===== src/rtl/nabp_angle_sequencer.sv =====
// nabp_angle_sequencer
// Issues a sequence of projection angles to a consumer over a four-phase
// request/acknowledge handshake. Angles start at cfg_first_angle and advance by
// cfg_angle_step, wrapping modulo cfg_angle_max. The sequence length is
// cfg_no_of_angles.
//
// Ports
//   clk               : clock, rising edge
//   reset             : synchronous active-high reset
//   cfg_start         : pulse, starts a sequence (IDLE only)
//   cfg_abort         : pulse, abandons the current sequence (READY/ACK only)
//   cfg_first_angle   : first angle issued
//   cfg_angle_step    : increment between angles
//   cfg_angle_max     : wrap modulus
//   cfg_no_of_angles  : number of angles to issue
//   hs_next_angle     : consumer request (four-phase)
//   hs_next_angle_ack : producer acknowledge (four-phase)
//   hs_angle          : issued angle, held between acknowledges
//   hs_has_next_angle : at least one further angle remains
//   busy              : high outside IDLE
//   done              : one-cycle pulse on normal completion
//   cfg_error         : sticky illegal-configuration flag
//   db_angle_index    : angles issued so far in the current sequence
module nabp_angle_sequencer #(
    parameter int unsigned pAngleLength = 8,
    parameter int unsigned pCountLength = 8
) (
    input  logic                    clk,
    input  logic                    reset,
    input  logic                    cfg_start,
    input  logic                    cfg_abort,
    input  logic [pAngleLength-1:0] cfg_first_angle,
    input  logic [pAngleLength-1:0] cfg_angle_step,
    input  logic [pAngleLength-1:0] cfg_angle_max,
    input  logic [pCountLength-1:0] cfg_no_of_angles,
    input  logic                    hs_next_angle,
    output logic                    hs_next_angle_ack,
    output logic [pAngleLength-1:0] hs_angle,
    output logic                    hs_has_next_angle,
    output logic                    busy,
    output logic                    done,
    output logic                    cfg_error,
    output logic [pCountLength-1:0] db_angle_index
);

    typedef enum logic [1:0] {StIdle, StReady, StAck} state_e;

    state_e                  state_q;
    logic [pAngleLength-1:0] cur_angle_q;
    logic [pAngleLength-1:0] step_q;
    logic [pAngleLength-1:0] max_q;
    logic [pAngleLength-1:0] angle_q;
    logic [pCountLength-1:0] remaining_q;
    logic [pCountLength-1:0] index_q;
    logic                    ack_q;
    logic                    has_next_q;
    logic                    done_q;
    logic                    err_q;

    // One extra bit on the sum so cur + step cannot overflow before the compare.
    logic [pAngleLength:0]   sum;
    logic [pAngleLength:0]   diff;
    logic [pAngleLength-1:0] next_angle;
    logic [pCountLength-1:0] remaining_dec;
    logic                    cfg_bad;

    always_comb begin
        sum  = {1'b0, cur_angle_q} + {1'b0, step_q};
        diff = sum - {1'b0, max_q};
        if (sum >= {1'b0, max_q}) begin
            next_angle = diff[pAngleLength-1:0];
        end else begin
            next_angle = sum[pAngleLength-1:0];
        end
        remaining_dec = remaining_q - pCountLength'(1);
        // Both operands below max guarantees the wrapped sum stays below max.
        cfg_bad = (cfg_first_angle >= cfg_angle_max) || (cfg_angle_step >= cfg_angle_max);
    end

    always_ff @(posedge clk) begin
        if (reset) begin
            state_q     <= StIdle;
            cur_angle_q <= '0;
            step_q      <= '0;
            max_q       <= '0;
            angle_q     <= '0;
            remaining_q <= '0;
            index_q     <= '0;
            ack_q       <= 1'b0;
            has_next_q  <= 1'b0;
            done_q      <= 1'b0;
            err_q       <= 1'b0;
        end else begin
            done_q <= 1'b0;
            unique case (state_q)
                StIdle: begin
                    // Start wins over abort here; abort has no meaning in IDLE.
                    if (cfg_start) begin
                        cur_angle_q <= cfg_first_angle;
                        step_q      <= cfg_angle_step;
                        max_q       <= cfg_angle_max;
                        remaining_q <= cfg_no_of_angles;
                        if (cfg_bad) begin
                            err_q <= 1'b1;
                        end else begin
                            err_q <= 1'b0;
                            if (cfg_no_of_angles == '0) begin
                                done_q <= 1'b1;
                            end else begin
                                state_q    <= StReady;
                                has_next_q <= 1'b1;
                                index_q    <= '0;
                            end
                        end
                    end
                end
                StReady: begin
                    if (cfg_abort) begin
                        state_q    <= StIdle;
                        has_next_q <= 1'b0;
                        ack_q      <= 1'b0;
                    end else if (hs_next_angle) begin
                        angle_q     <= cur_angle_q;
                        ack_q       <= 1'b1;
                        remaining_q <= remaining_dec;
                        index_q     <= index_q + pCountLength'(1);
                        cur_angle_q <= next_angle;
                        has_next_q  <= (remaining_dec != '0);
                        state_q     <= StAck;
                    end
                end
                StAck: begin
                    if (cfg_abort) begin
                        state_q    <= StIdle;
                        has_next_q <= 1'b0;
                        ack_q      <= 1'b0;
                    end else if (!hs_next_angle) begin
                        ack_q <= 1'b0;
                        if (remaining_q != '0) begin
                            state_q <= StReady;
                        end else begin
                            state_q <= StIdle;
                            done_q  <= 1'b1;
                        end
                    end
                end
                default: state_q <= StIdle;
            endcase
        end
    end

    assign hs_next_angle_ack = ack_q;
    assign hs_angle          = angle_q;
    assign hs_has_next_angle = has_next_q;
    assign busy              = (state_q != StIdle);
    assign done              = done_q;
    assign cfg_error         = err_q;
    assign db_angle_index    = index_q;

endmodule

===== config.mk =====
export PLATFORM = sky130hd
export DESIGN_NAME = nabp_angle_sequencer
export DESIGN_NICKNAME = d
export VERILOG_FILES = /design/src/rtl/nabp_angle_sequencer.sv
export SDC_FILE = /design/constraint.sdc
export NUM_CORES = 1
export LEC_CHECK = 0
export ABC_AREA = 0
export CAP_MARGIN = 40
export CORE_UTILIZATION = 50
export DETAILED_ROUTE_END_ITERATION = 8
export MAX_ROUTING_LAYER = met4
export PLACE_DENSITY = 0.83
export SYNTH_ARGS = -nofsm -noshare
export SYNTH_HDL_FRONTEND = slang
export SYNTH_SLANG_ARGS = --single-unit

===== constraint.sdc =====
create_clock -name clk -period 5.96 [get_ports clk]
set_input_delay 1.192 -clock clk [delete_from_list [all_inputs] [get_ports clk]]
set_output_delay 1.192 -clock clk [all_outputs]
set_load 0.01 [all_outputs]

==> impl_metrics.csv <==
group,metric,value,unit
outcome,status,"finished, final reports clean",
global_route,gr-total-overflow,0,
worst_setup_path,startpoint,"cur_angle_q[0]",
worst_setup_path,r2r_start,"cur_angle_q[0]",
drt,drt_first_pass_iters,5,
synthesis,synth-edff-count,0,
worst_setup_path,crit_path_end,"cur_angle_q[0]",
clock_tree,numCtsBuffers,5,
worst_setup_path,cp-start-kind,"flop",
timing,whs,461.2,ps
global_route,grt_pass1_vias,3160,
synthesis,synth_cell_types,58,
global_route,antenna_found_initial,0,
power_and_ir_drop,ir_drop,0.0001408,V
drt,via_per_inst,5.843,
synthesis,netlist_area,3575,sq um
timing,maxSlewViolCount,0,
clock_tree,cts_tree,"built",
final_layout,layout-drive-gt1-share,0.04990,
worst_setup_path,worst-endpoint-required,6190,ps
placement,hpwl,6.996,mm
worst_setup_path,reg2reg_slack,2340,ps
placement,dp_slack,2159,ps
floorplan,initial_core_util,0.5233,
synthesis,yosysTopAreaCell,"dfxtp_1",
worst_setup_path,r2r_end,"cur_angle_q[0]",
clock_tree,postCtsSetupBuffers,0,
drt,num_vias,3488,
floorplan,dieArea,7492,sq um
clock_tree,root_buffer,"clkbuf_8",
floorplan,core,6832,sq um
synthesis,synth_top_cell_area_share,0.3024,
global_route,track_usage,0.2592,
job,max_cap_viol_count,0,
power_and_ir_drop,power.density,235.0,nW/um^2
synthesis,post-synth-top-count-cell,"nand2_1",
worst_setup_path,worstPathMaxFanout,8,
synthesis,synth-seq-area-share,0.3024,
synthesis,ys_warn_count,0,
drt,avgRoutedWirePerCell,15.22,um
synthesis,synth-seq-cells,54,
synthesis,synthCells,451,
timing,setup_tns,0,ps
synthesis,syn-num-nets,525,
global_route,grt_first_pass_wirelength,14.83,mm
timing,fin_crit,3619,ps
drt,drt_iter0_drc,256,
floorplan,rows,30,
final_layout,fin_cells,597,
global_route,grt_max_degree,49,
final_layout,final_nets,574,
power_and_ir_drop,leakage,0.001717,uW
drt,wirelength,9.087,mm
timing,max_slew_margin,0.3953,
timing,worstMarginPinSlew,905.1,ps
timing,finalSetupViolCount,0,
clock_tree,clockBufferDepth,2,
worst_setup_path,worstSetupPathType,"reg2reg",
floorplan,ios,58,
worst_setup_path,crit_path_end_kind,"flop",
clock_tree,insertion_delay,310,ps
final_layout,diodes,0,
floorplan,dieWidth,86.56,um
timing,fin_ws,2341,ps
synthesis,syn_avg_cell_area,7.926,sq um
worst_hold_path,hold_path_class,"reg2reg",
placement,gp_congestion,0.9036,
placement,placedCellCount,589,
final_layout,area_delta_synth_final,21.28,%
clock_tree,cts_max_level,2,
synthesis,synth.area.top_cells,"dfxtp_1 (30%), ha_1 (12%), nand2_1 (7.7%)",
timing,rsz0062_at_grt,"no",
clock_tree,hold_buffers,0,
timing,finalClockSkew,13.23,ps
floorplan,die_h,86.56,um
timing,finalCritPeriodShare,0.6072,
timing,fmax,276.3,MHz
timing,finalHoldViolCount,0,
worst_setup_path,ff2ff_path_depth,12,
clock_tree,clkSinkCount,54,
placement,port_buffers,57,
clock_tree,clk_pin_slew,90,ps
synthesis,synth_commonest_cells,"nand2_1 (73), dfxtp_1 (54), a21oi_1 (52), ha_1 (35), nor2_1 (27)",
synthesis,ys_async_sr_fraction,0,
synthesis,synth_ff_type,"dfxtp_1",
drt,ant_nets,0,
worst_setup_path,worstPathArrival,3840,ps
clock_tree,cts_resized,0,
drt,drc_errors,0,
-- routing by layer --
| layer | share of wire | wire length, um | GRT usage |
|---|---|---|---|
| met1 | 0.47 | 4314 | 0.3626 |
| met5 | 0 | 0 | - |
| met4 | 0.020 | 184 | 0.09545 |
| met3 | 0.062 | 564 | 0.03238 |
| met2 | 0.44 | 4024 | 0.3824 |
-- worst min path at each step --
stage	start	endpoint	slack, ps	depth (start not counted)
floorplan	max_q[1]	max_q[1]	440	2
global route	max_q[1]	max_q[1]	480	2
global placement	hs_angle[5]	hs_angle[5]	440	2
finish	max_q[4]	max_q[4]	460	2
detailed placement	max_q[4]	max_q[4]	450	2
CTS	max_q[4]	max_q[4]	460	2
-- cells in the final DEF (no fill, tap or decap), types with 3 or more instances in the layout --
master           instances
o22ai_1                  4
xor2_1                   4
mux2i_1                 11
o21a_1                   3
inv_1                   26
a22oi_1                  3
clkbuf_8                 5
o21ai_0                 22
nand2_1                 73
clkdlybuf4s50_1         57
a2111oi_0                3
xnor2_1                  8
a31oi_1                  3
a21o_1                   5
nor3_1                   4
nand2b_1                16
and3_1                   8
dfxtp_1                 54
a211oi_1                10
ha_1                    35
nor2_1                  27
nand3_1                 12
nand4_1                  3
nor3b_1                  3
nor2b_1                  3
or3_1                    3
a21oi_1                 52
-- critical path: stages (launching register included) --
cell and delay (ps):
dfxtp_1 360, ha_1 240, fa_1 440, a21o_1 180
a21oi_1 170, xnor2_1 170, ha_1 340, and2_4 180
a311oi_2 290, a31oi_2 210, a21boi_4 360, mux2_2 380
a211oi_1 210
-- stage by stage --
stage	utilization	cell area (sq um)	power, uW
final	0.6346	4335	1019
after global routing	0.6346	4335	1071
after CTS	0.6346	4335	1014
after detailed placement	0.6179	4222	767.5
after global placement	0.6163	4210	752.0
after floorplan	-	3575	662.3
-- cell families (layout without fill, tap and decap cells) --
logic type               count (synthesis)  after routing  share of synthesized area
AO/OA/AOI/OAI                          129            129                     0.2349
multiplexers                            12             12                    0.03395
XOR/XNOR                                12             12                    0.02940
buffers and inverters                   44             94                    0.04690
adder cells (fa/ha/maj)                 37             37                     0.1337
flip-flops                              54             54                     0.3024
AND/OR/NAND/NOR                        163            163                     0.2188
-- registers in the layout, indices dropped and copies added (netlist names) --
| signal | flops |
|---|---|
| cfg_error | 1 |
| cur_angle_q | 8 |
| db_angle_index | 8 |
| done | 1 |
| hs_angle | 8 |
| hs_has_next_angle | 1 |
| hs_next_angle_ack | 1 |
| max_q | 8 |
| remaining_q | 8 |
| state_q | 2 |
| step_q | 8 |
-- report_power, final --
group | internal [uW] | leakage (uW) | switching [uW] | total [uW]
registers | 383 | 0.000442 | 20.3 | 403
logic | 163 | 0.00123 | 202 | 365
clock network | 125 | 0.0000504 | 125 | 251
-- area by class of cell --
cell class,count,area (sq um)
inverter,26,97.59
clock buffer,5,68.82
fill,620,2496
clock inverter,3,45.04
timing repair buffer,60,596.8
sequential,54,1081
tap,96,120.1
multi-input combinational,353,2326
Note: power is estimated with default switching activity, not from simulation.
